`config.mk`:
```
export PLATFORM = sky130hd
export DESIGN_NAME = sync_fifo_core_flat
export DESIGN_NICKNAME = d
export VERILOG_FILES = /design/src/rtl/sync_fifo_core_if.sv /design/src/rtl/sync_fifo_core.sv /design/src/flat_wrapper.sv
export SDC_FILE = /design/constraint.sdc
export NUM_CORES = 1
export LEC_CHECK = 0
export CAP_MARGIN = 20
export CORE_ASPECT_RATIO = 1.5
export CORE_MARGIN = 8
export CORE_UTILIZATION = 40
export DETAILED_ROUTE_END_ITERATION = 6
export PLACE_DENSITY_LB_ADDON = 0.05
export SYNTH_ARGS = -nofsm -noshare
export SYNTH_HDL_FRONTEND = slang
export SYNTH_SLANG_ARGS = --single-unit
```
`constraint.sdc`:
```
create_clock -name sysclk -period 2.85 [get_ports sysclk]
set_clock_uncertainty 0.05 [all_clocks]
set_input_delay 0.855 -clock sysclk [delete_from_list [all_inputs] [get_ports sysclk]]
set_output_delay 0.855 -clock sysclk [all_outputs]
set_load 0.005 [all_outputs]
```
`src/rtl/sync_fifo_core_if.sv`:
```
`default_nettype none
// ============================================================================
// Module   : sync_fifo_core_if
// Brief    : Producer/consumer bundle for sync_fifo_core; the FIFO sits on
//            the slave side, the control logic on the master side.
// Revision : 1.0 - initial release
// ============================================================================
interface sync_fifo_core_if #(
    parameter int DATA_W = 8,
    parameter int ADDR_W = 5
);
    logic [DATA_W-1:0] din;
    logic              wr_en;
    logic              rd_en;
    logic [DATA_W-1:0] dout;
    logic              rd_valid;
    logic              full;
    logic              empty;
    logic              almost_full;
    logic [ADDR_W:0]   count;
    logic              overflow;
    logic              underflow;

    modport master (
        output din, wr_en, rd_en,
        input  dout, rd_valid, full, empty, almost_full, count, overflow, underflow
    );

    modport slave (
        input  din, wr_en, rd_en,
        output dout, rd_valid, full, empty, almost_full, count, overflow, underflow
    );
endinterface
`default_nettype wire

```
`src/rtl/sync_fifo_core.sv`:
```
`default_nettype none
// ============================================================================
// Module   : sync_fifo_core
// Brief    : Single-clock byte FIFO with registered read, occupancy count,
//            almost-full and overflow/underflow pulses.
// Revision : 1.0 - initial release
// ============================================================================
module sync_fifo_core #(
    parameter int DATA_W   = 8,
    parameter int ADDR_W   = 5,
    parameter int AFULL_TH = 28
) (
    input  logic             sysclk,
    input  logic             rst,
    sync_fifo_core_if.slave  bus
);
    localparam int              c_DEPTH    = 1 << ADDR_W;
    localparam logic [ADDR_W:0] c_ONE      = (ADDR_W+1)'(1);
    localparam logic [ADDR_W:0] c_FULL_CNT = (ADDR_W+1)'(c_DEPTH);
    localparam logic [ADDR_W:0] c_AFULL    = (ADDR_W+1)'(AFULL_TH);

    logic [DATA_W-1:0] r_mem [c_DEPTH];
    logic [ADDR_W:0]   r_wptr;
    logic [ADDR_W:0]   r_rptr;
    logic [ADDR_W:0]   r_count;
    logic [DATA_W-1:0] r_dout;
    logic              r_rd_valid;
    logic              r_full;
    logic              r_empty;
    logic              r_almost_full;
    logic              r_overflow;
    logic              r_underflow;

    logic              w_wr_acc;
    logic              w_rd_acc;
    logic [ADDR_W:0]   w_count_nxt;

    // Acceptance is judged on the registered flags, so a full FIFO still
    // takes a read and an empty one still takes a write in the same cycle.
    assign w_wr_acc = bus.wr_en & ~r_full;
    assign w_rd_acc = bus.rd_en & ~r_empty;

    always_comb begin
        w_count_nxt = r_count;
        if (w_wr_acc && !w_rd_acc) begin
            w_count_nxt = r_count + c_ONE;
        end else if (!w_wr_acc && w_rd_acc) begin
            w_count_nxt = r_count - c_ONE;
        end
    end

    // Array contents are not reset; the pointers alone define validity.
    always_ff @(posedge sysclk) begin
        if (!rst && w_wr_acc) begin
            r_mem[r_wptr[ADDR_W-1:0]] <= bus.din;
        end
    end

    always_ff @(posedge sysclk) begin
        if (rst) begin
            r_wptr        <= '0;
            r_rptr        <= '0;
            r_count       <= '0;
            r_dout        <= '0;
            r_rd_valid    <= 1'b0;
            r_full        <= 1'b0;
            r_empty       <= 1'b1;
            r_almost_full <= 1'b0;
            r_overflow    <= 1'b0;
            r_underflow   <= 1'b0;
        end else begin
            if (w_wr_acc) begin
                r_wptr <= r_wptr + c_ONE;
            end
            if (w_rd_acc) begin
                r_rptr <= r_rptr + c_ONE;
                r_dout <= r_mem[r_rptr[ADDR_W-1:0]];
            end
            r_rd_valid    <= w_rd_acc;
            r_count       <= w_count_nxt;
            r_full        <= (w_count_nxt == c_FULL_CNT);
            r_empty       <= (w_count_nxt == '0);
            r_almost_full <= (w_count_nxt >= c_AFULL);
            r_overflow    <= bus.wr_en & r_full;
            r_underflow   <= bus.rd_en & r_empty;
        end
    end

    assign bus.dout        = r_dout;
    assign bus.rd_valid    = r_rd_valid;
    assign bus.full        = r_full;
    assign bus.empty       = r_empty;
    assign bus.almost_full = r_almost_full;
    assign bus.count       = r_count;
    assign bus.overflow    = r_overflow;
    assign bus.underflow   = r_underflow;
endmodule
`default_nettype wire

```
`src/flat_wrapper.sv`:
```
// flat-port wrapper written by rule: the top's interface ports become plain ports
module sync_fifo_core_flat 
#(
    parameter int DATA_W   = 8,
    parameter int ADDR_W   = 5,
    parameter int AFULL_TH = 28
)
  (sysclk, rst, bus_din, bus_wr_en, bus_rd_en, bus_dout, bus_rd_valid, bus_full, bus_empty, bus_almost_full, bus_count, bus_overflow, bus_underflow);
  sync_fifo_core_if #(.DATA_W(DATA_W), .ADDR_W(ADDR_W)) bus_i ();
  input  logic sysclk;
  input  logic rst;
  input wire logic [$bits(bus_i.din)-1:0] bus_din;
  input wire logic [$bits(bus_i.wr_en)-1:0] bus_wr_en;
  input wire logic [$bits(bus_i.rd_en)-1:0] bus_rd_en;
  output wire logic [$bits(bus_i.dout)-1:0] bus_dout;
  output wire logic [$bits(bus_i.rd_valid)-1:0] bus_rd_valid;
  output wire logic [$bits(bus_i.full)-1:0] bus_full;
  output wire logic [$bits(bus_i.empty)-1:0] bus_empty;
  output wire logic [$bits(bus_i.almost_full)-1:0] bus_almost_full;
  output wire logic [$bits(bus_i.count)-1:0] bus_count;
  output wire logic [$bits(bus_i.overflow)-1:0] bus_overflow;
  output wire logic [$bits(bus_i.underflow)-1:0] bus_underflow;
  assign bus_i.din = bus_din;
  assign bus_i.wr_en = bus_wr_en;
  assign bus_i.rd_en = bus_rd_en;
  assign bus_dout = bus_i.dout;
  assign bus_rd_valid = bus_i.rd_valid;
  assign bus_full = bus_i.full;
  assign bus_empty = bus_i.empty;
  assign bus_almost_full = bus_i.almost_full;
  assign bus_count = bus_i.count;
  assign bus_overflow = bus_i.overflow;
  assign bus_underflow = bus_i.underflow;
  sync_fifo_core #(.DATA_W(DATA_W), .ADDR_W(ADDR_W), .AFULL_TH(AFULL_TH)) u_core (.sysclk(sysclk), .rst(rst), .bus(bus_i));
endmodule
```
==> results by group, run 1 <==
Clocking
  – Clock buffer count from CTS: 27
  – H-tree levels: 1
  – CTS tree: yes
  – CTS Hold Bufs: 0
  – Clk_lat worst skew: 0.55 ns
  – CTS max path bufs: 3
  – Post-CTS Resized: 0
  – Root Buffer: clkbuf_16
  – Setup Buffers After CTS: 0
  – Clock transition at the registers of the reported paths: 0.07 ns
  – CTS sink count: 286

GRT
  – Number of global-route vias before repair: 6221
  – GRT overflow: 0
  – First-pass GRT wire length: 38800 um
  – Largest net degree at the start of global routing: 45
  – Initial antenna violation count: 0
  – Total GRT Usage: 15.2%

Pwr
  – Leak: 4.18 nW
  – Clock power frac: 38.9%
  – Internal power: 6.98 mW
  – Switching share of power: 22.6%
  – Switching power: 2.04 mW
  – Seq pwr share: 52.4%
  – Final total power: 9.01 mW
  – Peak VDD IR: 0.463 mV
  – Power Density: 682 nW/um^2
  – Combinational power share: 8.8%

Worst hold path
  – Hold EP: u_core.bus.underflow
  – Worst hold path depth: 2
  – Worst min path class: flop to flop
  – Hold path start: u_core.bus.empty

Routing
  – Total number of vias: 5775
  – Vias per cell: 5.31
  – Drt drc: 0
  – Drt wl/cell: 23.6 um
  – Post-Route WL: 25700 um
  – DRT Pass-1 Iters: 4
  – Initial drt markers: 313
  – ANT nets after route: 0

Synth
  – Post-synth EDFFs: 256
  – Seq cells post-synth: 286
  – Largest cells by area after synthesis: edfxtp_1 (68%), mux4_2 (8.0%), dfxtp_1 (5.3%), mux2i_1 (4.3%), nor2_1 (1.6%)
  – Post-Synth XOR/XNOR Area: 0.934%
  – Net Count, Synth: 649
  – Multiplexer share of the synthesized area: 13.1%
  – Mapped cell area: 11300 sq um
  – Synth unique cells: 46
  – Syn Inst Count: 630
  – Mean Syn Cell Area: 17.9 sq um
  – Adder-cell share of the synthesized area: 0.778%
  – Synth Area in Simple Gates: 4.49%
  – Synth warnings: 0
  – Ys async rst share: 0%
  – Leading area contributor after synthesis: edfxtp_1
  – Synth Flop Type: edfxtp_1
  – Synth top area share: 68.3%
  – Sequential element share of the synthesized area: 73.7%
  – Post-synthesis compound-gate area fraction: 5.17%
  – Combinational family with the most area after synthesis: multiplexers

Die
  – I/O pin total: 32
  – Placement row count: 75
  – Initial core utilization: 40.4%
  – Die area: 33900 sq um
  – Vert. Die Dim: 221 um
  – Core Box Area: 27900 sq um
  – Die Wd: 153 um

Layout
  – Final nets: 740
  – Cell area after layout: 13200 sq um
  – Layout cell share with drive strength beyond 1: 23.9%
  – Synthesis-to-layout area growth: 17.5%
  – Number of diodes: 0

Critical path
  – Peak fanout along the critical path: 5
  – Delay of the slowest critical-path stage: 0.51 ns
  – Reg2reg end: u_core.bus.dout[0]
  – Reg2Reg Depth: 6
  – CP required: 3.30 ns
  – Slowest stage cell, crit path: nor4_1
  – Crit Path Category: input pin to flop
  – Worst reg2reg path startpoint: u_core.r_rptr[1]
  – CP Buf/Inv Count: 2
  – Critical Path AT: 2.94 ns
  – Largest delay contributor family on the critical path: simple AND/OR/NAND/NOR gates
  – Crit. Startpoint: bus_rd_en
  – Worst-path cell chain: clkdlybuf4s50_1, buf_4, nand2b_1, nor2_1, a22oi_1, xnor2_1, nor4_1, a21o_2
  – Crit start category: input pin
  – Endpoint class of the critical path: flop
  – Worst R2R Setup Slack: 0.45 ns

Timing
  – Final Critical Period: 2.49 ns
  – Worst Tran Pin Value: 0.680 ns
  – Setup TNS: 0 ns
  – Slew HR: 54.5%
  – Unrepaired setup endpoints after global routing: no
  – Final setup fails: 0
  – Fin crit share: 87.3%
  – Achievable Freq: 0.402 GHz
  – Final Hold Fails: 0
  – Final Max Slew Viols: 0

Status
  – Status: complete, no violations

Place
  – Final GP Congestion: 0.824
  – Post-detailed-placement cell area: 12400 sq um
  – IO Port Bufs: 31
  – Post-DP HPWL: 17400 um

Run
  – Max Cap Violations: 0
## Yosys cell counts, types with 4 or more instances
cell      instances
mux2_2            8
o221ai_1          8
nand4_1           6
dfxtp_1          30
edfxtp_1        256
mux4_2           40
nand3_1           6
buf_4             4
nand2_1          18
nand3b_1          4
clkbuf_1         12
a211oi_1         10
xor2_1            8
mux2i_1          48
ha_1              7
a21oi_1          14
o22ai_1          15
nor2_1           48
buf_2            15
o21ai_0          15
xnor2_1           4
a31o_2            7
a32o_1            8
inv_1             5
nor2b_1           6
## worst register-to-register path: stages, from the launching register on
cell	delay (ns)
dfxtp_2	0.66
buf_12	0.25
mux4_2	0.34
a211oi_1	0.47
buf_4	0.20
o21ai_0	0.07
a32o_1	0.25
## cells in the final DEF (no fill, tap or decap), types with 3 or more instances in the layout
cell	n
xnor2_1	4
clkinvlp_4	3
nand3b_1	4
nor2b_1	6
mux4_2	40
clkinv_2	5
clkinv_4	3
a21oi_1	14
mux2i_1	48
mux2_2	8
o221ai_1	8
buf_4	63
buf_12	4
a211oi_1	10
edfxtp_1	256
o21ai_0	15
ha_1	7
xor2_1	8
o22ai_1	15
clkbuf_1	7
a32o_1	8
nand2_1	18
nand3_1	6
nand4_1	6
dfxtp_1	27
clkbuf_16	27
nor2_1	48
inv_1	5
clkdlybuf4s50_1	31
a31o_2	7
## cells by family after synthesis
group / count (synthesis)
mux: 96
buf+inv: 41
compound gates: 84
fa+ha+maj: 7
xor+xnor: 12
simple gates: 104
flops: 286
## metal layers
layer	up-vias	global-route usage (%)	wire length, um
met3	37	2.09	786
met1	2939	17.2	10100
met2	98	28.4	14000
li1	2701	-	-
met5	-	0	0
met4	0	5.67	729
## layout make-up
cell class / instances / area, sq um
Multi-Input combinational cell: 303 / 2750
Clock buffer: 35 / 716
Fill cell: 2355 / 14600
Inverter: 5 / 18.8
Timing Repair Buffer: 98 / 863
Tap cell: 346 / 433
Clock inverter: 15 / 146
Sequential cell: 286 / 8290
## stage by stage
stage,worst slack [ns],utilization (%),hold WS (ns),instances
4_1_cts,0.331,47.4,0.430,1088
6_report,0.362,47.4,0.421,1088
3_5_place_dp,-0.220,44.4,0.416,1038
3_3_place_gp,-0.239,44.4,0.407,1038
5_1_grt,0.235,47.4,0.453,1088
2_1_floorplan,0.601,-,0.399,630
## power groups by stage
stage | registers [mW] | clock network (mW) | logic, mW
6_report | 4.72 | 3.51 | 0.789
5_1_grt | 4.73 | 3.75 | 0.857
4_1_cts | 4.72 | 3.59 | 0.813
3_5_place_dp | 4.81 | 0 | 0.809
3_3_place_gp | 4.81 | 0 | 0.803
2_1_floorplan | 4.76 | 0 | 0.499
## flip-flops by register name (all words and copies together) (netlist names)
| register | flops |
|---|---|
| u_core.bus.rd_valid | 1 |
| u_core.bus.underflow | 1 |
| u_core.bus.empty | 1 |
| u_core.r_wptr | 5 |
| u_core.bus.count | 6 |
| u_core.bus.almost_full | 1 |
| u_core.r_mem | 256 |
| u_core.bus.dout | 8 |
| u_core.bus.full | 1 |
| u_core.bus.overflow | 1 |
| u_core.r_rptr | 5 |
## worst max path at each step
| stage | endpoint | slack (ns) | cells past startpoint |
|---|---|---|---|
| 3_3_place_gp | u_core.bus.empty | -0.24 | 8 |
| 5_1_grt | u_core.bus.empty | 0.24 | 8 |
| 3_5_place_dp | u_core.bus.empty | -0.22 | 8 |
| 4_1_cts | u_core.bus.empty | 0.33 | 8 |
| 6_report | u_core.bus.empty | 0.36 | 8 |
| 2_1_floorplan | u_core.bus.empty | 0.60 | 6 |
Power figures use the tool's default switching activity.
==> run 2, diff against run 1 <==
--- a/config.mk
+++ b/config.mk
@@ -10,6 +10,7 @@
 export CORE_MARGIN = 8
 export CORE_UTILIZATION = 40
 export DETAILED_ROUTE_END_ITERATION = 6
+export HOLD_SLACK_MARGIN = 0.02
 export PLACE_DENSITY_LB_ADDON = 0.05
 export SYNTH_ARGS = -nofsm -noshare
 export SYNTH_HDL_FRONTEND = slang
==> results of run 2 <==
No change in the layout: final DEF, timing and power equal those of run 1.
==> run 3, diff against run 2 <==
--- a/config.mk
+++ b/config.mk
@@ -6,6 +6,8 @@
 export NUM_CORES = 1
 export LEC_CHECK = 0
 export CAP_MARGIN = 20
+export CELL_PAD_IN_SITES_DETAIL_PLACEMENT = 2
+export CELL_PAD_IN_SITES_GLOBAL_PLACEMENT = 2
 export CORE_ASPECT_RATIO = 1.5
 export CORE_MARGIN = 8
 export CORE_UTILIZATION = 40
@@ -15,3 +17,4 @@
 export SYNTH_ARGS = -nofsm -noshare
 export SYNTH_HDL_FRONTEND = slang
 export SYNTH_SLANG_ARGS = --single-unit
+export TNS_END_PERCENT = 10
==> run 3 against run 2 <==
Via count rose by 6.2%. Cell count up 1.0%. Fmax is 1.5% lower. Sequential power is essentially flat. Sequential share of layout area shrank 0.70 points. Power rose by 3.3%. Clock-buffer cell count down 3.
==> results by group, run 3 (synthesized netlist as in run 1, its figures left out) <==
Status
  – Status: complete, no violations

Pwr
  – Leak: 4.28 nW (+2.4%)
  – Seq pwr share: 50.7% (-1.7 points)
  – Switching share of power: 23.1% (+0.51 points)
  – Peak VDD IR: 0.480 mV (+3.8%)
  – Final total power: 9.31 mW (+3.3%)
  – Internal power: 7.16 mW (+2.6%)
  – Switching power: 2.15 mW (+5.6%)
  – Power Density: 696 nW/um^2 (+2.1%)
  – Clock power frac: 40.0% (+1.1 points)
  – Combinational power share: 9.3% (+0.5 points)

Routing
  – Max layer used: met5
  – ANT nets after route: 0 (unchanged)
  – Vias per cell: 5.58 (+5.1%)
  – Initial drt markers: 367 (+17%)
  – Met3 WL: 994 um (+26%)
  – Post-Route WL: 31200 um (+22%)
  – DRT Pass-1 Iters: 4 (unchanged)
  – Drt wl/cell: 28.4 um (+20%)
  – Drt drc: 0 (unchanged)
  – Metal2 WL: 16800 um (+20%)
  – Wire length on met1: 12700 um (+26%)
  – Total number of vias: 6132 (+6.2%)

Die
  – Die Wd: 153 um (unchanged)
  – I/O pin total: 32 (unchanged)
  – Die area: 33900 sq um (unchanged)
  – Vert. Die Dim: 221 um (unchanged)
  – Core Box Area: 27900 sq um (unchanged)
  – Initial core utilization: 40.4% (unchanged)
  – Placement row count: 75 (unchanged)

Timing
  – Worst Tran Pin Value: 0.910 ns (+0.230 ns)
  – Unrepaired setup endpoints after global routing: no
  – Final Critical Period: 2.52 ns (+0.0371 ns)
  – Fin crit share: 88.6% (+1.3 points)
  – Final Max Slew Viols: 0 (unchanged)
  – Final Hold Fails: 0 (unchanged)
  – Achievable Freq: 0.396 GHz (-1.5%)
  – Slew HR: 39.1% (-15 points)
  – Final setup fails: 0 (unchanged)

Critical path
  – CP Buf/Inv Count: 1 (-1)
  – Worst R2R Setup Slack: 0.38 ns (-0.07 ns)
  – Crit Path Category: flop to primary output
  – Critical Path AT: 1.62 ns (-1.32 ns)
  – Largest delay contributor family on the critical path: buffers and inverters
  – Slowest stage cell, crit path: clkdlybuf4s50_1
  – Worst-path cell chain: clkdlybuf4s50_1
  – Endpoint class of the critical path: primary output
  – Crit start category: flop
  – Delay of the slowest critical-path stage: 0.57 ns (+0.06 ns)
  – CP required: 1.95 ns (-1.35 ns)
  – Peak fanout along the critical path: 8 (+3)
  – Reg2reg end: u_core.bus.dout[5]
  – Worst reg2reg path startpoint: u_core.r_rptr[0]
  – Reg2Reg Depth: 4 (-2)

GRT
  – Largest net degree at the start of global routing: 33 (-27%)
  – Total GRT Usage: 18.7% (+3.5 points)
  – Initial antenna violation count: 1 (+1)
  – First-pass GRT wire length: 46800 um (+21%)
  – Number of global-route vias before repair: 7001 (+13%)
  – GRT overflow: 0 (unchanged)

Clocking
  – Setup Buffers After CTS: 0 (unchanged)
  – Clock transition at the registers of the reported paths: 0.07 ns (about the same)
  – Clk_lat worst skew: 0.55 ns (about the same)
  – Post-CTS Resized: 0 (unchanged)
  – CTS tree: yes
  – Root Buffer: clkbuf_16
  – CTS Hold Bufs: 0 (unchanged)
  – Clock buffer count from CTS: 28 (+3.7%)
  – H-tree levels: 1 (unchanged)
  – CTS sink count: 286 (unchanged)
  – CTS max path bufs: 3 (unchanged)

Layout
  – Number of diodes: 0 (unchanged)
  – Max FFs per register: 256 (unchanged)
  – Commonest non-fill, non-tap cell in the layout: edfxtp_1
  – Commonest cells after routing, fill and taps aside: edfxtp_1 (256), buf_4 (72), nor2_1 (48), mux2i_1 (48), mux4_2 (40)
  – Layout cell share with drive strength beyond 1: 25.0% (+1.1 points)
  – Layout fillers: 2559 (+8.7%)
  – Post-layout util: 48.0% (+0.54 points)
  – Final nets: 751 (+1.5%)
  – Synthesis-to-layout area growth: 18.8%

Worst hold path
  – Worst hold path depth: 1 (-1)
  – Hold path start: u_core.bus.dout[3]
  – Hold EP: u_core.bus.dout[3]
  – Worst min path class: flop to flop

Place
  – IO Port Bufs: 31 (unchanged)
  – Final GP Congestion: 0.799 (-3.0%)
  – Post-DP HPWL: 20900 um (+20%)

Run
  – Max Cap Violations: 0 (unchanged)
[run 3: cell types whose count changed in the layout (fill, tap and decap cells not counted), moves of 2 or more]
| cell | change |
|---|---|
| buf_4 | +9 |
| clkbuf_1 | -4 |
| clkinv_1 | +4 |
| clkbuf_16 | +2 |
[run 3: cell type report]
cell class | instances | area (sq um) | share of cell area, %
Timing Repair Buffer | 108 | 951 | 7.11
Tap cell | 346 | 433 | 3.24
Clock inverter | 19 | 188 | 1.40
Multi-Input combinational cell | 303 | 2750 | 20.6
Sequential cell | 286 | 8290 | 62.0
Inverter | 5 | 18.8 | 0.140
Clock buffer | 32 | 737 | 5.51
[run 3: worst max-delay path by stage]
stage	from	to	slack [ns]	cells after the start
2_1_floorplan	bus_rd_en	u_core.bus.empty	0.60	6
4_1_cts	u_core.bus.count[1]	bus_count[1]	0.29	1
3_3_place_gp	bus_wr_en	u_core.r_mem[8][4]	0.04	8
5_1_grt	u_core.bus.count[2]	bus_count[2]	0.27	1
3_5_place_dp	bus_wr_en	u_core.r_mem[27][0]	-0.07	8
6_report	u_core.bus.count[1]	bus_count[1]	0.33	1
[run 3: per-layer routing]
metal | GRT usage [%] | up-vias
met4 | 5.61 | 2
met2 | 34.3 | 118
met5 | 0 | -
li1 | - | 2722
met1 | 22.2 | 3246
met3 | 2.58 | 44
[run 3: power by group through the flow]
stage / registers, mW / clock network [mW] / logic (mW)
finish: 4.72 / 3.73 / 0.864
global placement: 4.81 / 0 / 0.854
detailed placement: 4.81 / 0 / 0.880
floorplan: 4.76 / 0 / 0.499
global route: 4.73 / 3.96 / 0.933
CTS: 4.72 / 3.82 / 0.889
[run 3: stage by stage]
step	hold slack, ns	TNS [ns]	setup slack [ns]	instance area (sq um)	std cells
4_1_cts	0.455	0	0.288	13400	1099
3_5_place_dp	0.439	-4.54	-0.0726	12400	1048
3_3_place_gp	0.436	0	0.0371	12400	1048
6_report	0.445	0	0.325	13400	1099
5_1_grt	0.459	0	0.269	13400	1099
2_1_floorplan	0.399	0	0.601	11300	630
